$ cat config.mk
export PLATFORM = sky130hd
export DESIGN_NAME = apb2lb_bridge
export DESIGN_NICKNAME = d
export VERILOG_FILES = /design/src/rtl/apb2lb_bridge.sv
export SDC_FILE = /design/constraint.sdc
export NUM_CORES = 1
export LEC_CHECK = 0
export ABC_AREA = 1
export CELL_PAD_IN_SITES_DETAIL_PLACEMENT = 2
export CELL_PAD_IN_SITES_GLOBAL_PLACEMENT = 2
export CORE_MARGIN = 3
export CORE_UTILIZATION = 21
export CTS_BUF_LIST = sky130_fd_sc_hd__clkbuf_4 sky130_fd_sc_hd__clkbuf_8
export DETAILED_ROUTE_END_ITERATION = 8
export GPL_TIMING_DRIVEN = 0
export HOLD_SLACK_MARGIN = 0.12
export PLACE_DENSITY_LB_ADDON = 0.1
export REMOVE_ABC_BUFFERS = 1
export SKIP_CTS_REPAIR_TIMING = 1
export SYNTH_ARGS = -nofsm -noshare
export SYNTH_HDL_FRONTEND = slang
export SYNTH_SLANG_ARGS = --single-unit
export TNS_END_PERCENT = 100
$ cat constraint.sdc
create_clock -name clk -period 3.7 [get_ports clk]
set_clock_uncertainty 0.2 [all_clocks]
set_input_delay 0.925 -clock clk [delete_from_list [all_inputs] [get_ports clk]]
set_output_delay 0.925 -clock clk [all_outputs]
set_load 0.03 [all_outputs]
$ cat src/rtl/apb2lb_bridge.sv
// ---------------------------------------------------------------------------
// apb2lb_bridge
//
// APB4 slave to register-map Local Bus (LB) master bridge. Every APB transfer
// becomes exactly one LB write (lb_wen held until lb_wready) or one LB read
// (single-cycle lb_ren pulse, data returned with lb_rvalid). A wait-cycle
// timeout completes the APB transfer with pslverr when the map stays silent.
//
// Parameters
//   ADDR_W   address width, APB and LB
//   DATA_W   data width (multiple of 8); strobe width is DATA_W/8
//   TIMEOUT  max LB wait cycles before an error response; 0 disables it
//
// Ports
//   clk        in   rising-edge clock
//   rst        in   asynchronous active-high reset
//   psel       in   APB select
//   penable    in   APB access phase
//   pwrite     in   APB direction, 1 = write
//   paddr      in   APB address
//   pwdata     in   APB write data
//   pstrb      in   APB write strobes
//   prdata     out  APB read data, valid with pready
//   pready     out  APB transfer complete (one-cycle pulse)
//   pslverr    out  APB error, valid with pready
//   lb_waddr   out  LB write address
//   lb_wdata   out  LB write data
//   lb_wstrb   out  LB write strobes
//   lb_wen     out  LB write request, held until accepted
//   lb_wready  in   LB write accept, qualified by lb_wen
//   lb_raddr   out  LB read address
//   lb_ren     out  LB read request, one-cycle pulse
//   lb_rdata   in   LB read data, valid with lb_rvalid
//   lb_rvalid  in   LB read data valid
//
// All outputs are registered and reset to 0.
// ---------------------------------------------------------------------------
module apb2lb_bridge #(
   parameter int ADDR_W  = 16,
   parameter int DATA_W  = 32,
   parameter int TIMEOUT = 16
) (
   input  logic                  clk,
   input  logic                  rst,
   // APB slave side
   input  logic                  psel,
   input  logic                  penable,
   input  logic                  pwrite,
   input  logic [ADDR_W-1:0]     paddr,
   input  logic [DATA_W-1:0]     pwdata,
   input  logic [DATA_W/8-1:0]   pstrb,
   output logic [DATA_W-1:0]     prdata,
   output logic                  pready,
   output logic                  pslverr,
   // LB master side
   output logic [ADDR_W-1:0]     lb_waddr,
   output logic [DATA_W-1:0]     lb_wdata,
   output logic [DATA_W/8-1:0]   lb_wstrb,
   output logic                  lb_wen,
   input  logic                  lb_wready,
   output logic [ADDR_W-1:0]     lb_raddr,
   output logic                  lb_ren,
   input  logic [DATA_W-1:0]     lb_rdata,
   input  logic                  lb_rvalid
);

   localparam int STRB_W = DATA_W / 8;

   // The counter only has to hold 0..TIMEOUT-1: the wait cycle that would
   // bring it to TIMEOUT is the expiry cycle itself.
   localparam int              CNT_W    = (TIMEOUT > 1) ? $clog2(TIMEOUT) : 1;
   localparam bit              TO_EN    = (TIMEOUT > 0);
   localparam logic [CNT_W-1:0] CNT_LAST = CNT_W'((TIMEOUT > 0) ? TIMEOUT - 1 : 0);

   typedef enum logic [2:0] {
      S_IDLE,
      S_WRITE,
      S_READ,
      S_RWAIT,
      S_RESP
   } state_t;

   state_t              state_q, state_d;
   logic [CNT_W-1:0]    cnt_q, cnt_d;
   logic [DATA_W-1:0]   prdata_q, prdata_d;
   logic                pready_q, pready_d;
   logic                pslverr_q, pslverr_d;
   logic [ADDR_W-1:0]   waddr_q, waddr_d;
   logic [DATA_W-1:0]   wdata_q, wdata_d;
   logic [STRB_W-1:0]   wstrb_q, wstrb_d;
   logic                wen_q, wen_d;
   logic [ADDR_W-1:0]   raddr_q, raddr_d;
   logic                ren_q, ren_d;

   logic                expired;

   // Expiry fires on the TIMEOUT-th wait cycle without a handshake; the
   // handshake branches are tested first so a response in that cycle wins.
   assign expired = TO_EN && (cnt_q == CNT_LAST);

   // ------------------------------------------------------------------
   // Next-state and output logic
   // ------------------------------------------------------------------
   always_comb begin
      state_d   = state_q;
      cnt_d     = cnt_q;
      prdata_d  = prdata_q;
      pready_d  = pready_q;
      pslverr_d = pslverr_q;
      waddr_d   = waddr_q;
      wdata_d   = wdata_q;
      wstrb_d   = wstrb_q;
      wen_d     = wen_q;
      raddr_d   = raddr_q;
      ren_d     = ren_q;

      unique case (state_q)
         S_IDLE: begin
            cnt_d = '0;
            if (psel && !penable) begin
               waddr_d = paddr;
               raddr_d = paddr;
               wdata_d = pwdata;
               wstrb_d = pstrb;
               if (pwrite) begin
                  wen_d   = 1'b1;
                  state_d = S_WRITE;
               end else begin
                  ren_d   = 1'b1;
                  state_d = S_READ;
               end
            end
         end

         S_WRITE: begin
            if (lb_wready) begin
               wen_d     = 1'b0;
               pready_d  = 1'b1;
               pslverr_d = 1'b0;
               state_d   = S_RESP;
            end else if (expired) begin
               wen_d     = 1'b0;
               pready_d  = 1'b1;
               pslverr_d = 1'b1;
               prdata_d  = '0;
               state_d   = S_RESP;
            end else begin
               cnt_d = cnt_q + CNT_W'(1);
            end
         end

         // READ only retires the ren pulse; a response already present in
         // this cycle is handled exactly as in RWAIT.
         S_READ, S_RWAIT: begin
            ren_d   = 1'b0;
            state_d = S_RWAIT;
            if (lb_rvalid) begin
               prdata_d  = lb_rdata;
               pready_d  = 1'b1;
               pslverr_d = 1'b0;
               state_d   = S_RESP;
            end else if (expired) begin
               pready_d  = 1'b1;
               pslverr_d = 1'b1;
               prdata_d  = '0;
               state_d   = S_RESP;
            end else begin
               cnt_d = cnt_q + CNT_W'(1);
            end
         end

         S_RESP: begin
            pready_d  = 1'b0;
            pslverr_d = 1'b0;
            state_d   = S_IDLE;
         end

         default: begin
            state_d = S_IDLE;
         end
      endcase
   end

   // ------------------------------------------------------------------
   // State and output registers
   // ------------------------------------------------------------------
   always_ff @(posedge clk or posedge rst) begin
      if (rst) begin
         state_q   <= S_IDLE;
         cnt_q     <= '0;
         prdata_q  <= '0;
         pready_q  <= 1'b0;
         pslverr_q <= 1'b0;
         waddr_q   <= '0;
         wdata_q   <= '0;
         wstrb_q   <= '0;
         wen_q     <= 1'b0;
         raddr_q   <= '0;
         ren_q     <= 1'b0;
      end else begin
         state_q   <= state_d;
         cnt_q     <= cnt_d;
         prdata_q  <= prdata_d;
         pready_q  <= pready_d;
         pslverr_q <= pslverr_d;
         waddr_q   <= waddr_d;
         wdata_q   <= wdata_d;
         wstrb_q   <= wstrb_d;
         wen_q     <= wen_d;
         raddr_q   <= raddr_d;
         ren_q     <= ren_d;
      end
   end

   assign prdata   = prdata_q;
   assign pready   = pready_q;
   assign pslverr  = pslverr_q;
   assign lb_waddr = waddr_q;
   assign lb_wdata = wdata_q;
   assign lb_wstrb = wstrb_q;
   assign lb_wen   = wen_q;
   assign lb_raddr = raddr_q;
   assign lb_ren   = ren_q;

endmodule

---- Yosys cells after proc, flatten, opt, wreduce, memory -nomap -nowiden ----
Cells that the tools add are included.
cells by class
  eq/ne operators ......................... 11
  multiplexer cells ....................... 31
  reduce and logical (&&, ||, !) cells .... 15
  add/subtract/negate cells ............... 1
operators with widths
  kind                                                                    count
  32-bit 2-to-1 mux                                                       3
  32-bit one-hot mux with 2 select lines                                  1
  3-bit 2-to-1 mux                                                        5
  1-bit 2-to-1 mux                                                        12
  4-bit 2-to-1 mux                                                        3
  4-bit one-hot mux with 3 select lines                                   1
  2-bit inequality test (second input constant)                           5
  3-bit one-hot mux with 3 select lines                                   1
  3-bit by 2-bit equality test with 1-bit output (second input constant)  2
  1-bit one-hot mux with 3 select lines                                   2
  2-bit AND reduction                                                     3
  3-bit AND reduction                                                     2
  2-bit nonzero test                                                      3
  3-bit nonzero test                                                      2
  4-bit by 1-bit adder with 4-bit output (second input constant)          1
  4-bit equality test (second input constant)                             1
  1-bit one-hot mux with 2 select lines                                   2
  4-bit AND reduction                                                     1
  3-bit by 1-bit equality test with 1-bit output (second input constant)  1
  3-bit equality test (second input constant)                             1
  3-bit logical NOT                                                       1
  3-bit inequality test (second input constant)                           1
  2-bit 2-to-1 mux                                                        1
  2-bit OR reduction                                                      1
  2 further kinds                                                         2
storage, ports and cells
  output and inout port bits .............. 104
  register bits after elaboration ......... 95
  input port bits ......................... 91

---- Longest topological paths before layout ----
  depth after elaboration ................. 4
  mapped depth ............................ 8

---- Least setup slack after synthesis ----
OpenSTA, ideal clock, no wires.
  path type ............................... in2reg
  start point ............................. input port psel
  end point ............................... register wen_q (netlist: lb_wen)
  arrival time ............................ 1570 ps
  path slack .............................. 1813 ps
  cell stages on the path ................. 8
  library setup time ...................... 118 ps
  cells stage by stage .................... inv_1 nor2_2 buf_2 inv_1 nand2_1 nand3_1 nand2_1 nand2_1
on the way
  cells in the longest elaborated chain, start to end .. 3
ends and longest elaborated chain
  element                                 RTL line  source
  from (decl)                             46        input logic psel,
  1-bit logical AND                       120       if (psel && !penable) begin
  2-bit inequality test (no source line)  --
  4-bit AND reduction (no source line)    --
  to (signal assigned)                    209       wen_q <= wen_d;
  to (decl)                               91        logic wen_q, wen_d;
Every way passes these cells.
A chain may end at the register's enable or synchronous reset.

---- Final worst setup path ----
  start point ............................. input port psel
  end point ............................... register wdata_q[30] (netlist: lb_wdata[30])
on the way
  cells in the longest elaborated chain, start to end .. 2
ends and longest elaborated chain
  element                               RTL line  source
  1-bit logical AND                     120
  2-bit AND reduction (no source line)  --
  to (signal assigned)                  207       wdata_q <= wdata_d;
  to (decl)                             89        logic [DATA_W-1:0] wdata_q, wdata_d;
Every way passes these cells.

==> flow_metrics.env <==
export IMPL_p_leak_nw=3.02
export IMPL_rows=50
export IMPL_cts_inserted_buffers=9
export IMPL_drc_errors=0
export IMPL_die_w_um=145
export IMPL_critPathArrivalTime_ns=2.92
export IMPL_n_fill_cell=2155
export IMPL_cp_common_cell="nand2_1"
export IMPL_fin_crit_sh_pct=77.1
export IMPL_grt_max_degree=65
export IMPL_hold_viol=0
export IMPL_ys_seq_elements=95
export IMPL_synthesis_area_um2=4070
export IMPL_die_area_um2=21100
export IMPL_slowest_delay_ns=0.50
export IMPL_place_hpwl_mm=9.95
export IMPL_pin_count=195
export IMPL_max_freq_ghz=0.350
export IMPL_dr_total_vias=3807
export IMPL_io_buffers=194
export IMPL_vias_per_cell=4.20
export IMPL_cp_end_kind="register"
export IMPL_max_slew_worst_pin_slew_ns=1.03
export IMPL_hold_path_end="prdata[16]"
export IMPL_cellPowerDensity_nw_per_um2=960
export IMPL_antenna_found_initial=0
export IMPL_drive_gt1_share_pct=4.49
export IMPL_postRouteAntennaNets=0
export IMPL_cts_clk_slew_worst_paths_ns=0.09
export IMPL_areaGrowthSynthToFinish_pct=55.8
export IMPL_grt_pass1_vias=4275
export IMPL_grt_ovfl_total=0
export IMPL_final_max_slew_viol_count=0
export IMPL_start_util_pct=21.6
export IMPL_synth_flop_cell="dfrtp_1"
export IMPL_setup_slack_ns=0.846
export IMPL_synthArstFlopShare_pct=100
export IMPL_period_needed_ns=2.85
export IMPL_cts_tree="built"
export IMPL_holdPathStages=2
export IMPL_cts_max_level=3
export IMPL_grt_pass1_wl_mm=23.3
export IMPL_clock_tree_root_cell="clkbuf_8"
export IMPL_synthMuxAreaShare_pct=0
export IMPL_slew_headroom_pct=31.2
export IMPL_yosys_area_share_adder_pct=0.307
export IMPL_first_pass_iters=4
export IMPL_synthCells=472
export IMPL_drtIter0Drc=131
export IMPL_synth_edf_count=0
export IMPL_grtUsageTotal_pct=13.7
export IMPL_yosys_area_share_simple_pct=31.5
export IMPL_cts_sinks=95
export IMPL_nNetsFinal=733
export IMPL_avgSynthCellArea_um2=8.63
export IMPL_required_ns=3.76
export IMPL_hp_class="reg -> reg"
export IMPL_post_place_ws_ns=0.394
export IMPL_setup_tns_ns=0
export IMPL_gp_congestion=0.713
export IMPL_synth_top_family_by_area="simple AND/OR/NAND/NOR gates"
export IMPL_fp_dieH_um=145
export IMPL_rr_worst_depth=6
export IMPL_slowest_stage="nor2_4"
export IMPL_synth_xor_area_share_pct=0
export IMPL_ys_types=19
export IMPL_drv_cap=0
export IMPL_r2r_start="state_q[1]"
export IMPL_ys_seq_area_share_pct=58.4
export IMPL_synth_compound_area_share_pct=1.29
export IMPL_r2r_end="lb_wdata[30]"
export IMPL_ys_warn_count=0
export IMPL_crit_type="in -> reg"
export IMPL_rsz0062_at_grt="no"
export IMPL_start_kind="primary input"
export IMPL_crit_fanout=52
export IMPL_setup_viol=0
export IMPL_worstPathCellList="clkdlybuf4s50_1 -> inv_1 -> nor2_4 -> buf_12 -> nand2_4 -> nand2_1 -> nand2_1"
export IMPL_core_area_um2=18900
export IMPL_r2r_slack_ns=0.97
export IMPL_ir_drop_v=0.000306
export IMPL_clk_path_buf_depth=2
export IMPL_min_from="prdata[16]"
export IMPL_final_util_pct=33.6
export IMPL_wl_per_cell_um=15.6
export IMPL_status="finished, final reports clean"
export IMPL_insertion_delay_ns=0.37
export IMPL_n_antenna_cell=0
export IMPL_detail_route_wirelength_mm=14.1
## registers in the layout, summed over array words and instances (netlist names)
signal	cells
cnt_q	4
lb_raddr	16
lb_ren	1
lb_wdata	32
lb_wen	1
lb_wstrb	4
prdata	32
pready	1
pslverr	1
state_q	3
## report_power, final
part           switching, W  total, W  internal, W
Sequential         0.000308   0.00184      0.00153
Clock              0.000394  0.000813     0.000419
Combinational       0.00215   0.00344      0.00129
## per-stage QoR
step | std cells | power (W) | hold WS (ns) | instance area [µm²]
6_report | 906 | 0.00609 | 0.279 | 6340
5_1_grt | 906 | 0.00657 | 0.307 | 6340
3_5_place_dp | 890 | 0.00538 | 0.262 | 6110
3_3_place_gp | 888 | 0.00529 | 0.252 | 6060
2_1_floorplan | 434 | 0.00373 | 0.296 | 3790
4_1_cts | 906 | 0.00623 | 0.286 | 6340
## cell families (layout without fill, tap and decap cells)
family	after synthesis	in the layout
AND/OR/NAND/NOR	310	310
flip-flops	95	95
buffers and inverters	56	230
AO/OA/AOI/OAI	10	10
adder cells (fa/ha/maj)	1	1
## placed cells by master (no fill, tap or decap), drive strengths merged
cell	netlist	final
a21boi	1	1
a21oi	3	3
buf	38	2
bufinv	0	2
clkbuf	0	12
clkdlybuf4s50	0	194
clkinv	0	1
dfrtp	95	95
ha	1	1
inv	18	19
nand2	231	231
nand3	67	67
nand4	2	2
nor2	8	8
o21ai	6	6
or2	2	2
## synth_stat cells (2+ instances only)
cell | count | area, µm²
a21oi_1 | 3 | 15.0
buf_2 | 14 | 70.1
buf_4 | 16 | 120
buf_6 | 8 | 90.1
dfrtp_1 | 95 | 2380
inv_1 | 14 | 52.6
inv_2 | 4 | 15.0
nand2_1 | 230 | 863
nand3_1 | 66 | 330
nand4_1 | 2 | 12.5
nor2_1 | 6 | 22.5
nor2_2 | 2 | 12.5
o21ai_0 | 5 | 25.0
or2_2 | 2 | 12.5
## worst max path at each step
stage                     from      endpoint  slack, ns
floorplan                  rst      cnt_q[0]        0.1
global placement           rst     prdata[8]      -1.87
detailed placement        psel  lb_wdata[25]       0.39
CTS                       psel  lb_wdata[30]       0.80
global route        state_q[1]  lb_wdata[25]       0.64
finish                    psel  lb_wdata[30]       0.85
## routing by layer
layer | track usage (%) | wire [µm] | vias to the layer above
met5 | 0 | 0 | -
met4 | 4.56 | 195 | 0
met3 | 6.56 | 1420 | 11
met2 | 22.1 | 6620 | 124
met1 | 16.1 | 5860 | 1872
li1 | - | - | 1800
## cell type report
class / instances / area (µm²) / share of cell area [%]
clock buffer: 12 / 153 / 2.41
multi-input combinational: 321 / 1350 / 21.3
clock inverter: 4 / 77.6 / 1.22
sequential: 95 / 2380 / 37.5
inverter: 18 / 70.1 / 1.10
tap: 260 / 325 / 5.13
timing repair buffer: 196 / 1990 / 31.4
## worst max-delay path, delay by kind of cell
kind / cells / cell delay [ns]
buffers and inverters: 3 / 0.80
and+or+nand+nor: 4 / 1.15
Power figures use the tool's default switching activity.
